===== src/rtl/acc_sequencer_if.sv =====
// Term-fetch, accumulator-control and result-handshake bundle between the
// MAC lane sequencer (master) and the datapath/consumer (slave).
interface acc_sequencer_if #(
    parameter int TERM_W  = 5,
    parameter int OUT_W   = 3,
    parameter int WADDR_W = 8
);
    logic               issue_valid;
    logic [TERM_W-1:0]  term_idx;
    logic [WADDR_W-1:0] weight_addr;
    logic [OUT_W-1:0]   bias_addr;
    logic               acc_enable;
    logic               acc_bias_sel;
    logic               out_valid;
    logic [OUT_W-1:0]   out_index;
    logic               out_ready;

    modport master (
        output issue_valid, term_idx, weight_addr, bias_addr,
        output acc_enable, acc_bias_sel, out_valid, out_index,
        input  out_ready
    );

    modport slave (
        input  issue_valid, term_idx, weight_addr, bias_addr,
        input  acc_enable, acc_bias_sel, out_valid, out_index,
        output out_ready
    );
endinterface


===== src/rtl/acc_sequencer.sv =====
// Control FSM for one FP multiply-accumulate lane: bias preload, term issue,
// product-aligned accumulate enables and per-neuron result handshake.
module acc_sequencer #(
    parameter int N_TERMS   = 25,
    parameter int N_OUTPUTS = 6,
    parameter int PIPE_LAT  = 3,
    parameter int TERM_W    = 5,
    parameter int OUT_W     = 3,
    parameter int WADDR_W   = 8
) (
    input  logic            clk,
    input  logic            reset,
    input  logic            start,
    input  logic            pause,
    acc_sequencer_if.master bus,
    output logic            busy,
    output logic            done
);

    typedef enum logic [2:0] {
        S_IDLE,
        S_PRE,
        S_LOAD,
        S_ISSUE,
        S_DRAIN,
        S_OUT,
        S_DONE
    } state_t;

    localparam logic [TERM_W-1:0]   K_LAST   = TERM_W'(N_TERMS - 1);
    localparam logic [OUT_W-1:0]    N_LAST   = OUT_W'(N_OUTPUTS - 1);
    localparam logic [PIPE_LAT-1:0] DLY_TAIL = PIPE_LAT'(1) << (PIPE_LAT - 1);

    state_t               state;
    state_t               state_nxt;
    logic [OUT_W-1:0]     n;
    logic [TERM_W-1:0]    k;
    logic [WADDR_W-1:0]   waddr;
    logic [PIPE_LAT-1:0]  issue_dly;
    logic                 issue_fire;
    logic                 older_pending;

    assign issue_fire    = (state == S_ISSUE) && !pause;
    // Anything still in flight behind the tail stage means more adds are coming.
    assign older_pending = |(issue_dly & ~DLY_TAIL);

    assign bus.term_idx    = k;
    assign bus.weight_addr = waddr;
    assign bus.bias_addr   = n;
    assign bus.out_index   = n;
    assign bus.acc_enable  = (state == S_LOAD) || issue_dly[PIPE_LAT-1];

    always_ff @(posedge clk) begin
        if (reset) begin
            state <= S_IDLE;
        end else begin
            state <= state_nxt;
        end
    end

    always_comb begin
        state_nxt        = state;
        bus.issue_valid  = 1'b0;
        bus.acc_bias_sel = 1'b1;
        bus.out_valid    = 1'b0;
        busy             = (state != S_IDLE);
        done             = 1'b0;
        case (state)
            S_IDLE: begin
                if (start) state_nxt = S_PRE;
            end
            S_PRE: begin
                bus.acc_bias_sel = 1'b0;
                state_nxt        = S_LOAD;
            end
            S_LOAD: begin
                state_nxt = S_ISSUE;
            end
            S_ISSUE: begin
                bus.issue_valid = issue_fire;
                if (issue_fire && (k == K_LAST)) state_nxt = S_DRAIN;
            end
            S_DRAIN: begin
                // The tail stage fires this cycle if it holds the last term.
                if (!older_pending) state_nxt = S_OUT;
            end
            S_OUT: begin
                bus.out_valid = 1'b1;
                if (bus.out_ready) state_nxt = (n == N_LAST) ? S_DONE : S_PRE;
            end
            S_DONE: begin
                done      = 1'b1;
                state_nxt = S_IDLE;
            end
            default: begin
                state_nxt = S_IDLE;
            end
        endcase
    end

    always_ff @(posedge clk) begin
        if (reset) begin
            n         <= '0;
            k         <= '0;
            waddr     <= '0;
            issue_dly <= '0;
        end else begin
            issue_dly <= (issue_dly << 1) | PIPE_LAT'(issue_fire);
            case (state)
                S_IDLE: begin
                    if (start) begin
                        n     <= '0;
                        waddr <= '0;
                    end
                end
                S_LOAD: begin
                    k <= '0;
                end
                S_ISSUE: begin
                    if (issue_fire) begin
                        waddr <= waddr + WADDR_W'(1);
                        k     <= (k == K_LAST) ? '0 : k + TERM_W'(1);
                    end
                end
                S_OUT: begin
                    // weight_addr keeps running across neurons: n*N_TERMS + k.
                    if (bus.out_ready && (n != N_LAST)) n <= n + OUT_W'(1);
                end
                S_DONE: begin
                    n     <= '0;
                    k     <= '0;
                    waddr <= '0;
                end
                default: begin
                end
            endcase
        end
    end

endmodule


===== src/flat_wrapper.sv =====
// flat-port wrapper written by rule: the top's interface ports become plain ports
module acc_sequencer_flat 
#(
    parameter int N_TERMS   = 25,
    parameter int N_OUTPUTS = 6,
    parameter int PIPE_LAT  = 3,
    parameter int TERM_W    = 5,
    parameter int OUT_W     = 3,
    parameter int WADDR_W   = 8
)
  (clk, reset, start, pause, busy, done, bus_issue_valid, bus_term_idx, bus_weight_addr, bus_bias_addr, bus_acc_enable, bus_acc_bias_sel, bus_out_valid, bus_out_index, bus_out_ready);
  acc_sequencer_if #(.TERM_W(TERM_W), .OUT_W(OUT_W), .WADDR_W(WADDR_W)) bus_i ();
  input  logic clk;
  input  logic reset;
  input  logic start;
  input  logic pause;
  output logic busy;
  output logic done;
  output wire logic [$bits(bus_i.issue_valid)-1:0] bus_issue_valid;
  output wire logic [$bits(bus_i.term_idx)-1:0] bus_term_idx;
  output wire logic [$bits(bus_i.weight_addr)-1:0] bus_weight_addr;
  output wire logic [$bits(bus_i.bias_addr)-1:0] bus_bias_addr;
  output wire logic [$bits(bus_i.acc_enable)-1:0] bus_acc_enable;
  output wire logic [$bits(bus_i.acc_bias_sel)-1:0] bus_acc_bias_sel;
  output wire logic [$bits(bus_i.out_valid)-1:0] bus_out_valid;
  output wire logic [$bits(bus_i.out_index)-1:0] bus_out_index;
  input wire logic [$bits(bus_i.out_ready)-1:0] bus_out_ready;
  assign bus_issue_valid = bus_i.issue_valid;
  assign bus_term_idx = bus_i.term_idx;
  assign bus_weight_addr = bus_i.weight_addr;
  assign bus_bias_addr = bus_i.bias_addr;
  assign bus_acc_enable = bus_i.acc_enable;
  assign bus_acc_bias_sel = bus_i.acc_bias_sel;
  assign bus_out_valid = bus_i.out_valid;
  assign bus_out_index = bus_i.out_index;
  assign bus_i.out_ready = bus_out_ready;
  acc_sequencer #(.N_TERMS(N_TERMS), .N_OUTPUTS(N_OUTPUTS), .PIPE_LAT(PIPE_LAT), .TERM_W(TERM_W), .OUT_W(OUT_W), .WADDR_W(WADDR_W)) u_core (.clk(clk), .reset(reset), .start(start), .pause(pause), .bus(bus_i), .busy(busy), .done(done));
endmodule

===== config.mk =====
export PLATFORM = sky130hd
export DESIGN_NAME = acc_sequencer_flat
export DESIGN_NICKNAME = d
export VERILOG_FILES = /design/src/rtl/acc_sequencer_if.sv /design/src/rtl/acc_sequencer.sv /design/src/flat_wrapper.sv
export SDC_FILE = /design/constraint.sdc
export NUM_CORES = 1
export LEC_CHECK = 0
export CAP_MARGIN = 10
export CORE_MARGIN = 5
export CORE_UTILIZATION = 45
export DETAILED_ROUTE_END_ITERATION = 12
export PLACE_DENSITY = 0.8
export SYNTH_ARGS = -nofsm -noshare
export SYNTH_HDL_FRONTEND = slang
export SYNTH_SLANG_ARGS = --single-unit

===== constraint.sdc =====
create_clock -name clk -period 2.3 [get_ports clk]
set_clock_uncertainty 0.05 [all_clocks]
set_input_delay 0.69 -clock clk [delete_from_list [all_inputs] [get_ports clk]]
set_output_delay 0.69 -clock clk [all_outputs]
set_load 0.02 [all_outputs]

# Word-level counts from Yosys, hierarchy flattened
# Cells that the tools add are included.
[totals]
regBits = 22
latchBits = 0
ram_bits = 0
rom_bits = 0
inputBits = 5
out_inout_bits = 25
wordCells = 59
memories = 0
[op_classes]
addsub = 3
multipliers = 0
div = 0
order_cmp = 0
eq_ne = 15
n_shift = 0
n_mux = 19
bitwise_logic = 1
n_reduce_logical = 16
[ops]
columns = ["operator", "count"]
rows = [
  ["$pmux W8 S3", 1],
  ["$mux W3", 7],
  ["$pmux W3 S6", 1],
  ["$mux W8", 2],
  ["$eq A3 B3 Y1 const B", 4],
  ["$mux W5", 2],
  ["$pmux W5 S2", 1],
  ["$pmux W3 S3", 1],
  ["$reduce_bool A3 Y1", 3],
  ["$add A8 B1 Y8 const B", 1],
  ["$ne A2 B2 Y1 const B", 4],
  ["$eq A3 B2 Y1 const B", 2],
  ["$reduce_and A3 Y1", 2],
  ["$add A5 B1 Y5 const B", 1],
  ["$eq A5 B5 Y1 const B", 1],
  ["$mux W1", 4],
  ["$ne A2 B1 Y1 const B", 2],
  ["$reduce_and A4 Y1", 1],
  ["$reduce_or A2 Y1", 2],
  ["$add A3 B1 Y3 const B", 1],
  ["$eq A3 B1 Y1 const B", 1],
  ["$logic_and A1 B1 Y1", 3],
  ["$logic_not A3 Y1", 1],
  ["$ne A3 B3 Y1 const B", 1],
  ["other kinds (5)", 5],
]

# Logic depth before layout (Yosys ltp)
# Gate-level depths: netlist (run 1).
[logic_depth]
word_depth = 5
ltp_mapped = 8

# Least setup slack after synthesis (run 1)
# OpenSTA, ideal clock, no wires.
[synth_timing]
kind = "input port to flip-flop"
from = "input port pause"
to = "register u_core.waddr[7] (netlist: u_core.bus.weight_addr[7])"
setup_ns = 0.062
arrival_time_ns = 1.760
required_ns = 2.188
slack_ns = 0.428
stages = 6
path_buffers = 1
path_cell_list = "nand4bb_4 -> buf_6 -> clkinv_4 -> nand2_4 -> or4_1 -> nand3_1"
[synth_via]
elab_chain_cells = 4
[synth_lines]
columns = ["element", "line", "text"]
rows = [
  ["start: declaration", "flat_wrapper.sv:16", "input logic pause;"],
  ["$logic_not A1 Y1", "acc_sequencer.sv:43", "assign issue_fire = (state == S_ISSUE) && !pause;"],
  ["$logic_and A1 B1 Y1", "acc_sequencer.sv:43", ""],
  ["$ne A2 B1 Y1 (no source line)", "-", ""],
  ["$reduce_and A3 Y1 (no source line)", "-", ""],
  ["end signal: assignment", "acc_sequencer.sv:121", "waddr <= waddr + WADDR_W'(1);"],
  ["end: declaration", "acc_sequencer.sv:38", "logic [WADDR_W-1:0] waddr;"],
]
# Every way passes these cells.
# A chain may end at the register's enable or synchronous reset.

# Worst setup path after layout (run 1)
[layout_timing]
from = "register u_core.state[0]"
to = "output port bus_acc_enable"
[layout_via]
elab_chain_cells = 2
[layout_lines]
columns = ["element", "line", "text"]
rows = [
  ["start: declaration", "acc_sequencer.sv:34", "state_t state;"],
  ["start signal: assignment", "acc_sequencer.sv:57", "state <= state_nxt;"],
  ["$eq A3 B2 Y1", "acc_sequencer.sv:51", "assign bus.acc_enable = (state == S_LOAD) || issue_dly[PIPE_LAT-1];"],
  ["$logic_or A1 B1 Y1", "acc_sequencer.sv:51", ""],
  ["end: declaration", "flat_wrapper.sv:23", "output wire logic [$bits(bus_i.acc_enable)-1:0] bus_acc_enable;"],
]
# Every way passes these cells.

==> results of run 1 <==
final cells by class:
class | count | area, sq um
well taps | 31 | 38.8
repair buffers | 40 | 374
clock buffers | 4 | 36.3
fillers | 247 | 1070
inverters | 11 | 46.3
multi-input cells | 101 | 677
flip-flops and latches | 22 | 444
flip-flops by register name (all words and copies together), names as in the netlist:
signal / flops
u_core.bus.weight_addr: 8
u_core.bus.term_idx: 5
u_core.issue_dly: 3
u_core.bus.bias_addr: 3
u_core.state: 3
logic make-up (layout without fill, tap and decap cells):
group           Yosys count  after routing
simple gates             60             60
mux                       1              1
flops                    22             22
buf+inv                  20             55
fa+ha+maj                 5              5
xor+xnor                  1              1
compound gates           34             34
through the flow:
step | power (uW) | TNS, ps | instance area, sq um | util [%]
5_1_grt | 812 | 0 | 1620 | 60.2
3_5_place_dp | 577 | -1200 | 1570 | 58.5
4_1_cts | 778 | 0 | 1610 | 59.9
6_report | 775 | 0 | 1620 | 60.2
3_3_place_gp | 573 | -894 | 1570 | 58.5
2_1_floorplan | 509 | 0 | 1220 | -
worst max-delay path, stage by stage, from the launching register on:
cell	delay, ps
dfxtp_2	380
inv_1	110
nand2_1	90
o21bai_1	140
dlygate4sd2_1	360
cells in the mapped netlist, drive strengths merged (2+ instances only):
cell type / instances / area (sq um)
a211o: 3 / 26.3
a211oi: 2 / 15.0
a21oi: 8 / 40.0
a221o: 2 / 20.0
a31oi: 3 / 18.8
a32o: 2 / 20.0
and3: 5 / 31.3
buf: 7 / 55.1
clkbuf: 2 / 7.51
dfxtp: 22 / 440
ha: 5 / 62.6
inv: 10 / 37.5
nand2: 11 / 48.8
nand3: 10 / 50.1
nand3b: 2 / 15.0
nor2: 13 / 48.8
nor2b: 4 / 25.0
nor3: 4 / 20.0
nor4: 3 / 18.8
o211ai: 2 / 15.0
o31ai: 2 / 15.0
path summary, 6_finish.rpt:
kind	slack [ps]	to	start
setup / recovery	180	bus_acc_enable	u_core.state[0]
hold reg to reg	430	u_core.issue_dly[2]	u_core.issue_dly[1]
setup reg to reg	490	u_core.bus.weight_addr[3]	u_core.state[1]
hold / removal	430	u_core.issue_dly[2]	u_core.issue_dly[1]
metal layers:
| metal | vias up | track usage, % | wire length, um |
|---|---|---|---|
| li1 | 594 | - | - |
| met1 | 547 | 17.4 | 1270 |
| met2 | 20 | 25.8 | 1470 |
| met3 | 2 | 2.70 | 123 |
| met4 | 0 | 4.34 | 17 |
| met5 | - | 0 | 0 |
power by group through the flow:
stage	clock network, uW	logic [uW]	registers [uW]
after floorplan	0	99.7	409
after global placement	0	159	414
after detailed placement	0	163	415
after CTS	210	159	408
after global routing	226	175	411
final	207	159	408
timing repair:
| action | CTS | global route |
|---|---|---|
| setup buffers | 0 | 0 |
| pin swaps | 1 | 1 |
| gates resized for setup | 12 | 3 |
| endpoints found under the setup margin | 6 | 3 |
| cloned | 0 | 0 |
==> flow_summary.toml, run 1 <==
[clock_tree]
clock_path_buffers = 2
cts_tree = "yes"
clockRootBuffer = "clkbuf_4"
clkTransAtPathRegs_ps = 120
cts_buffers = 3
insertion_delay_ps = 300
clock_sinks = 22
cts_hold_buf = 0
cts-htree-levels = 1

[place]
dp_hpwl_mm = 2.24
pre_cts_slack_ps = -483
gp_congestion = 0.826
portBuffers = 29
dp_cells = 205

[yosys]
avgSynthCellArea_sq_um = 8.56
synthXorXnorAreaFrac_pct = 0.716
syn_inst = 143
synth_edf_count = 0
yosysWarnings = 0
syn-num-nets = 153
synth.area.mux_share_pct = 0.920
synth.distinct_cells = 45
synth-compound-area-share_pct = 21.0
synth_flop_cell = "dfxtp_1"
synth_seq_cells = 22
synth-simple-area-share_pct = 27.4
synth_area_sq_mm = 0.00122
yosys.area_share.adder_pct = 5.11
yosysSeqAreaShare_pct = 36.0
async_reset_ff_share_pct = 0
synth_top_family_by_area = "simple AND/OR/NAND/NOR gates"

[setup_path]
cp_data_required_time_ps = 1560
path_class = "reg2out"
worstSetupEndpointType = "output pin"
ff2ff_path_depth = 5
cp_max_fo = 7
startpoint_type = "flip-flop"
cp.arrival_ps = 1380

[timing]
setup_violations = 0
worst_pin_slew_ps = 617
hold_violations = 0
min_period_ps = 2120
rsz0062_at_grt = "false"
holdWs_ps = 428
fin_ws_ps = 179
fmax_mhz = 471
timing.final.crit_share_pct = 92.2
slew_violations = 0
slew_headroom_pct = 58.5

[final_layout]
layout-drive-gt1-share_pct = 14.6
final_cells = 209
layout_common_cells = "22 x clkdlybuf4s50_1, 19 x dfxtp_1, 13 x nor2_1"
layout.nets = 189
antennaDiodeCount = 0
areaGrowthSynthToFinish_pct = 32.1
layout_commonest_cell = "clkdlybuf4s50_1"

[grt]
grt_pass1_wl_mm = 4.82
grt_max_degree = 13
antenna_found_initial = 0
grt.total_usage_pct = 14.5
gr-total-overflow = 0
grt_pass1_vias = 1135

[pwr]
combPwrFrac_pct = 20.5
p_sw_share_pct = 27.8
vdd_drop_max_v = 0.000347
sequentialPowerShare_pct = 52.7
internal_power_uw = 560
power.clock.fraction_pct = 26.8
p_sw_uw = 215
leakagePower_uw = 0.000719
powerDensity_mw_per_mm2 = 479

[die]
std_cell_rows = 19
initial_core_util_pct = 45.6
ioPinCount = 30
core_sq_mm = 0.00269
dieHeight_um = 62.1
dieArea_sq_mm = 0.00386
die_w_um = 62.1

[drt]
drt_iter0_markers = 77
wl_mm = 2.89
firstDrtPassIters = 4
postRouteAntennaNets = 0
wire_per_inst_um = 13.8
drc = 0
via_count = 1163
vias_per_cell = 5.56

[worst_hold_path]
hold_class = "reg2reg"
hold_path_depth = 1

[job]
maxCapViolations = 0

[run_status]
status = "finished, final reports clean"
Note: power is estimated with default switching activity, not from simulation.
==> run 2, diff against run 1 <==
--- a/config.mk
+++ b/config.mk
@@ -10,6 +10,7 @@
 export CORE_UTILIZATION = 45
 export DETAILED_ROUTE_END_ITERATION = 12
 export PLACE_DENSITY = 0.8
+export SKIP_LAST_GASP = 1
 export SYNTH_ARGS = -nofsm -noshare
 export SYNTH_HDL_FRONTEND = slang
 export SYNTH_SLANG_ARGS = --single-unit
==> constraint.sdc (replaced) <==
create_clock -name clk -period 2.3 [get_ports clk]
set_clock_uncertainty 0.05 [all_clocks]
set_input_delay 0.69 -clock clk [delete_from_list [all_inputs] [get_ports clk]]
set_output_delay 0.69 -clock clk [all_outputs]
set_load 0.005 [all_outputs]
==> run 2 against run 1 <==
First-iteration DRC count down 16%. Core utilization down 0.14 points. Count of clock-buffer cells in the layout down 1. Hold slack better by 2.0 ps. Combinational power about the same. Sequential cell count unchanged. Sequential share of layout area up 0.53 points. Register-to-register slack worse by 60 ps.
==> flow_summary.toml, run 2 (synthesis gave the netlist of run 1 again) <==
[setup_path]
cp.arrival_ps = 1500
cp-startpoint = "u_core.state[1]"
cp_data_required_time_ps = 1560
worstSetupEndpointType = "output pin"
cp_max_fo = 9
r2r-end = "u_core.bus.weight_addr[3]"
crit_chain = "or3_1 -> clkdlybuf4s50_1"
ff2ff_path_depth = 5
critical_path.slowest_cell = "clkdlybuf4s50_1"
path_class = "reg2out"
r2r_setup_slack_ps = 430
startpoint_type = "flip-flop"
cp_num_buf_inv = 1
critPathTopFamily = "buffers and inverters"
r2r-start = "u_core.state[1]"
worst-path-stages = 2
critical_path.max_stage_delay_ps = 450

[final_layout]
design_area_sq_mm = 0.00161
layout-drive-gt1-share_pct = 14.0
largest_register_ffs = 8
antennaDiodeCount = 0
layout.nets = 190
areaGrowthSynthToFinish_pct = 31.8
layout_commonest_cell = "clkdlybuf4s50_1"
layout_common_cells = "26 x clkdlybuf4s50_1, 19 x dfxtp_1, 13 x nor2_1"
final_cells = 209

[worst_hold_path]
hold_class = "reg2reg"
worstHoldStart = "u_core.issue_dly[0]"
hold_path_depth = 1
hold_end = "u_core.issue_dly[1]"

[grt]
antenna_found_initial = 0
grt_pass1_vias = 1160
grt_max_degree = 12
grt_pass1_wl_mm = 5.23
gr-total-overflow = 0
grt.total_usage_pct = 16.0

[clock_tree]
cts_buffers = 3
clockRootBuffer = "clkbuf_4"
cts_hold_buf = 0
insertion_delay_ps = 310
clock_path_buffers = 2
cts-htree-levels = 1
clock_sinks = 22
clkTransAtPathRegs_ps = 130
cts_tree = "yes"

[pwr]
vdd_drop_max_v = 0.000409
leakagePower_uw = 0.000683
powerDensity_mw_per_mm2 = 460

[place]
dp_cells = 204
portBuffers = 29
placed_cell_area_sq_mm = 0.00157
pre_cts_slack_ps = -386
dp_hpwl_mm = 2.31
gp_congestion = 0.832

[die]
dieHeight_um = 62.1
die_w_um = 62.1
std_cell_rows = 19
ioPinCount = 30
dieArea_sq_mm = 0.00386
core_sq_mm = 0.00269
initial_core_util_pct = 45.6

[drt]
drt_iter0_markers = 65
drc = 0
via_count = 1218
wl_mm = 3.22
wire_per_inst_um = 15.4
firstDrtPassIters = 5
vias_per_cell = 5.83
postRouteAntennaNets = 0

[timing]
min_period_ps = 2240
hold_violations = 0
slew_violations = 0
fin_ws_ps = 60.5
setup_violations = 0
fmax_mhz = 447
holdWs_ps = 430
slew_headroom_pct = 55.4
timing.final.crit_share_pct = 97.4
worst_pin_slew_ps = 664
rsz0062_at_grt = "false"

[job]
maxCapViolations = 0

[run_status]
status = "finished, final reports clean"
-- run 2: per-stage QoR --
stage          TNS [ps]  utilization, %  total power (uW)
2_1_floorplan         0               -               495
3_3_place_gp       -779            58.3               560
3_5_place_dp      -1310            58.3               563
4_1_cts               0            59.2               738
5_1_grt               0            60.0               777
6_report              0            60.0               743
-- run 2: where the power goes --
group / switching [uW] / total [uW] / internal, uW
logic: 79.7 / 159 / 79.6
clock network: 118 / 179 / 61.2
registers: 14.3 / 404 / 390
-- run 2: worst register-to-register path, delay by kind of cell (launching register included) --
kind,cells,cell delay (ps)
compound gates,2,590
buf+inv,1,160
flops,1,400
simple gates,2,570
-- run 2: timing repair --
action / CTS / global route
gates resized for setup: 7 / 3
setup buffers: 0 / 2
pin swaps: 1 / 0
gates cloned: 0 / 0
endpoints found under the setup margin: 6 / 3
-- run 2: how the worst max path moves through the flow --
stage	slack [ps]	to
after floorplan	450	u_core.bus.weight_addr[7]
after global placement	-350	bus_issue_valid
after detailed placement	-390	bus_issue_valid
after CTS	40	busy
after global routing	6	busy
final	60	busy
-- run 2: area by class of cell --
type                    instances  area, sq um
repair buffers                 41          377
inverters                      11         46.3
clock buffers                   3         22.5
multi-input cells             101          677
flip-flops and latches         22          452
fillers                       246         1070
well taps                      31         38.8
-- run 2: metal layers --
metal	global-route usage [%]	share of wire (%)	up-vias
met5	0	0	-
met4	5.69	2.8	0
met3	4.86	5.0	14
li1	-	-	593
met2	27.7	51	50
met1	18.3	42	561
==> run 3, diff against run 2 <==
--- a/config.mk
+++ b/config.mk
@@ -8,6 +8,7 @@
 export CAP_MARGIN = 10
 export CORE_MARGIN = 5
 export CORE_UTILIZATION = 45
+export CTS_CLUSTER_DIAMETER = 80
 export DETAILED_ROUTE_END_ITERATION = 12
 export PLACE_DENSITY = 0.8
 export SKIP_LAST_GASP = 1
==> results of run 3 <==
Same layout as run 2: the final DEF is identical, and so are final timing and power.
==> RTL change: new RTL, flow settings as in run 2 <==
`N_TERMS` is set to 25 in 2 places; all go to 16.
--- a/src/rtl/acc_sequencer.sv
+++ b/src/rtl/acc_sequencer.sv
@@ -2,5 +2,5 @@
 // product-aligned accumulate enables and per-neuron result handshake.
 module acc_sequencer #(
-    parameter int N_TERMS   = 25,
+    parameter int N_TERMS   = 16,
     parameter int N_OUTPUTS = 6,
     parameter int PIPE_LAT  = 3,
--- a/src/flat_wrapper.sv
+++ b/src/flat_wrapper.sv
@@ -2,5 +2,5 @@
 module acc_sequencer_flat 
 #(
-    parameter int N_TERMS   = 25,
+    parameter int N_TERMS   = 16,
     parameter int N_OUTPUTS = 6,
     parameter int PIPE_LAT  = 3,
Behaviour: no difference found for any inputs over 10 cycles, from zero or initial values and one cycle with reset high; that may be too few to reach the edited logic, so the function may still have changed.
==> RTL change against run 2 <==
- routed wire length is 7.1% lower
- sequential cell count stayed put
- critical endpoint is now bus_issue_valid
- synthesized area is 0.10% higher
- synthesized cell count is 0.70% higher
- worst setup slack worse by 30 ps
- global-route usage is 0.77 points lower
- die area hardly changed
- final area is 3.6% higher
- highest routed layer unchanged
Power is not compared: it rests on default switching activity, and its combinational part moved more than twofold at a synthesized area within 25%.
==> RTL change: results (changes against run 2) <==
* Post-synth top cells: 22 x dfxtp_1, 18 x nand2_1, 14 x nor2_1
* WL/cell at 14.04 um (-8.9%)
* Worst hold endpoint: u_core.issue_dly[2]
* Status: finished, final reports clean
* Global-route wire length before repair at 5078 um (-2.9%)
* Routed wl met3 at 143 um (-12%)
* Clk pin slew, worst setup/hold paths at 130 ps (about the same)
* Grt met3 use at 3.604% (-1.3 points)
* Relative slew slack at 69.81% (+14 points)
* GRT met2 Usage at 26.30% (-1.4 points)
* Main area contributors after synthesis: dfxtp_1 36%, nand2_1 5.5%, nor2_1 4.3%, ha_1 4.1%, o22a_1 3.6%
* Pre-Repair DR Iteration Count at 4 (-1)
* Vias in the first global route at 1189 (+2.5%)
* CP startpoint: pause
* M1 WL at 1355 um (+1.3%)
* Crit-path max cell delay at 420 ps (-30 ps)
* Total track usage at 15.23% (-0.77 points)
* GP Congestion at 0.7414 (-11%)
* Number of DRC markers in iteration 0 at 35 (-46%)
* Crit path max fanout at 2 (-7)
* Worst R2R Start: u_core.bus.term_idx[0]
* Met1 Usage GRT at 18.12% (-0.17 points)
* Setup slack, reg-to-reg at 510 ps (+80 ps)
* Nets@finish at 192 (+1.1%)
* Met2 Wirelength at 1453 um (-11%)
* Register area share after synthesis at 35.96% (-0.037 points)
* Pin count of the biggest net entering global routing at 18 (+6)
* Unique masters post-synth at 47 (+4.4%)
* Min-delay src: u_core.issue_dly[1]
* DP HPWL at 2160 um (-6.4%)
* Capture point of the worst reg-to-reg path: u_core.state[2]
* Layout cell share with drive strength beyond 1 at 19.23% (+5.2 points)
* Min Hold Slack at 419.5 ps (-10.55 ps)
* Drt via density at 5.615 (-3.7%)
* CP Data Arrival Time at 1530 ps (+30 ps)
==> RTL change: where the power goes <==
part           leakage (nW)  switching [mW]  total, mW  internal [mW]
Combinational         0.443           0.321      0.688          0.367
Sequential            0.179          0.0617      0.486          0.424
Clock                0.0279           0.124      0.300          0.176
Total                 0.650           0.507       1.47          0.967
==> RTL change: worst max-delay path by stage <==
stage | to | cells after the start
floorplan | bus_issue_valid | 2
global placement | bus_issue_valid | 3
detailed placement | bus_issue_valid | 3
CTS | bus_acc_enable | 5
global route | bus_acc_enable | 5
finish | bus_issue_valid | 3
==> RTL change: area by class of cell <==
class | instances | area (um^2)
fillers | 232 | 1016
multi-input cells | 109 | 715.7
flip-flops and latches | 22 | 446.7
repair buffers | 44 | 405.4
well taps | 31 | 38.79
clock inverters | 1 | 30.03
clock buffers | 3 | 22.52
inverters | 3 | 11.26
==> RTL change: metrics by stage <==
stage	power [mW]	cells	instance area, um^2	worst slack [ps]	setup TNS, ps
after global routing	1.561	213	1670	-26.79	-32.33
final	1.475	213	1670	30.12	0
after CTS	1.422	210	1653	-114.4	-214.0
after detailed placement	1.112	204	1579	-357.6	-399.1
after global placement	1.094	204	1579	-332.6	-354.4
after floorplan	0.8587	144	1225	455.6	0
==> RTL change: repair_timing <==
item / in CTS / in global routing
setup buffers: 2 / 3
resized for setup: 11 / 5
pin swaps: 1 / 0
endpoints found under the setup margin: 6 / 3
==> RTL change: logic make-up (layout without fill, tap and decap cells) <==
logic type      Yosys count  count (layout)  share of synthesized area (%)
mux                       2               2                          1.736
flops                    22              22                          35.95
compound gates           28              28                          16.04
xor+xnor                  3               3                          2.145
buf+inv                  13              51                          6.026
fa+ha+maj                 4               4                          4.086
simple gates             72              72                          34.01
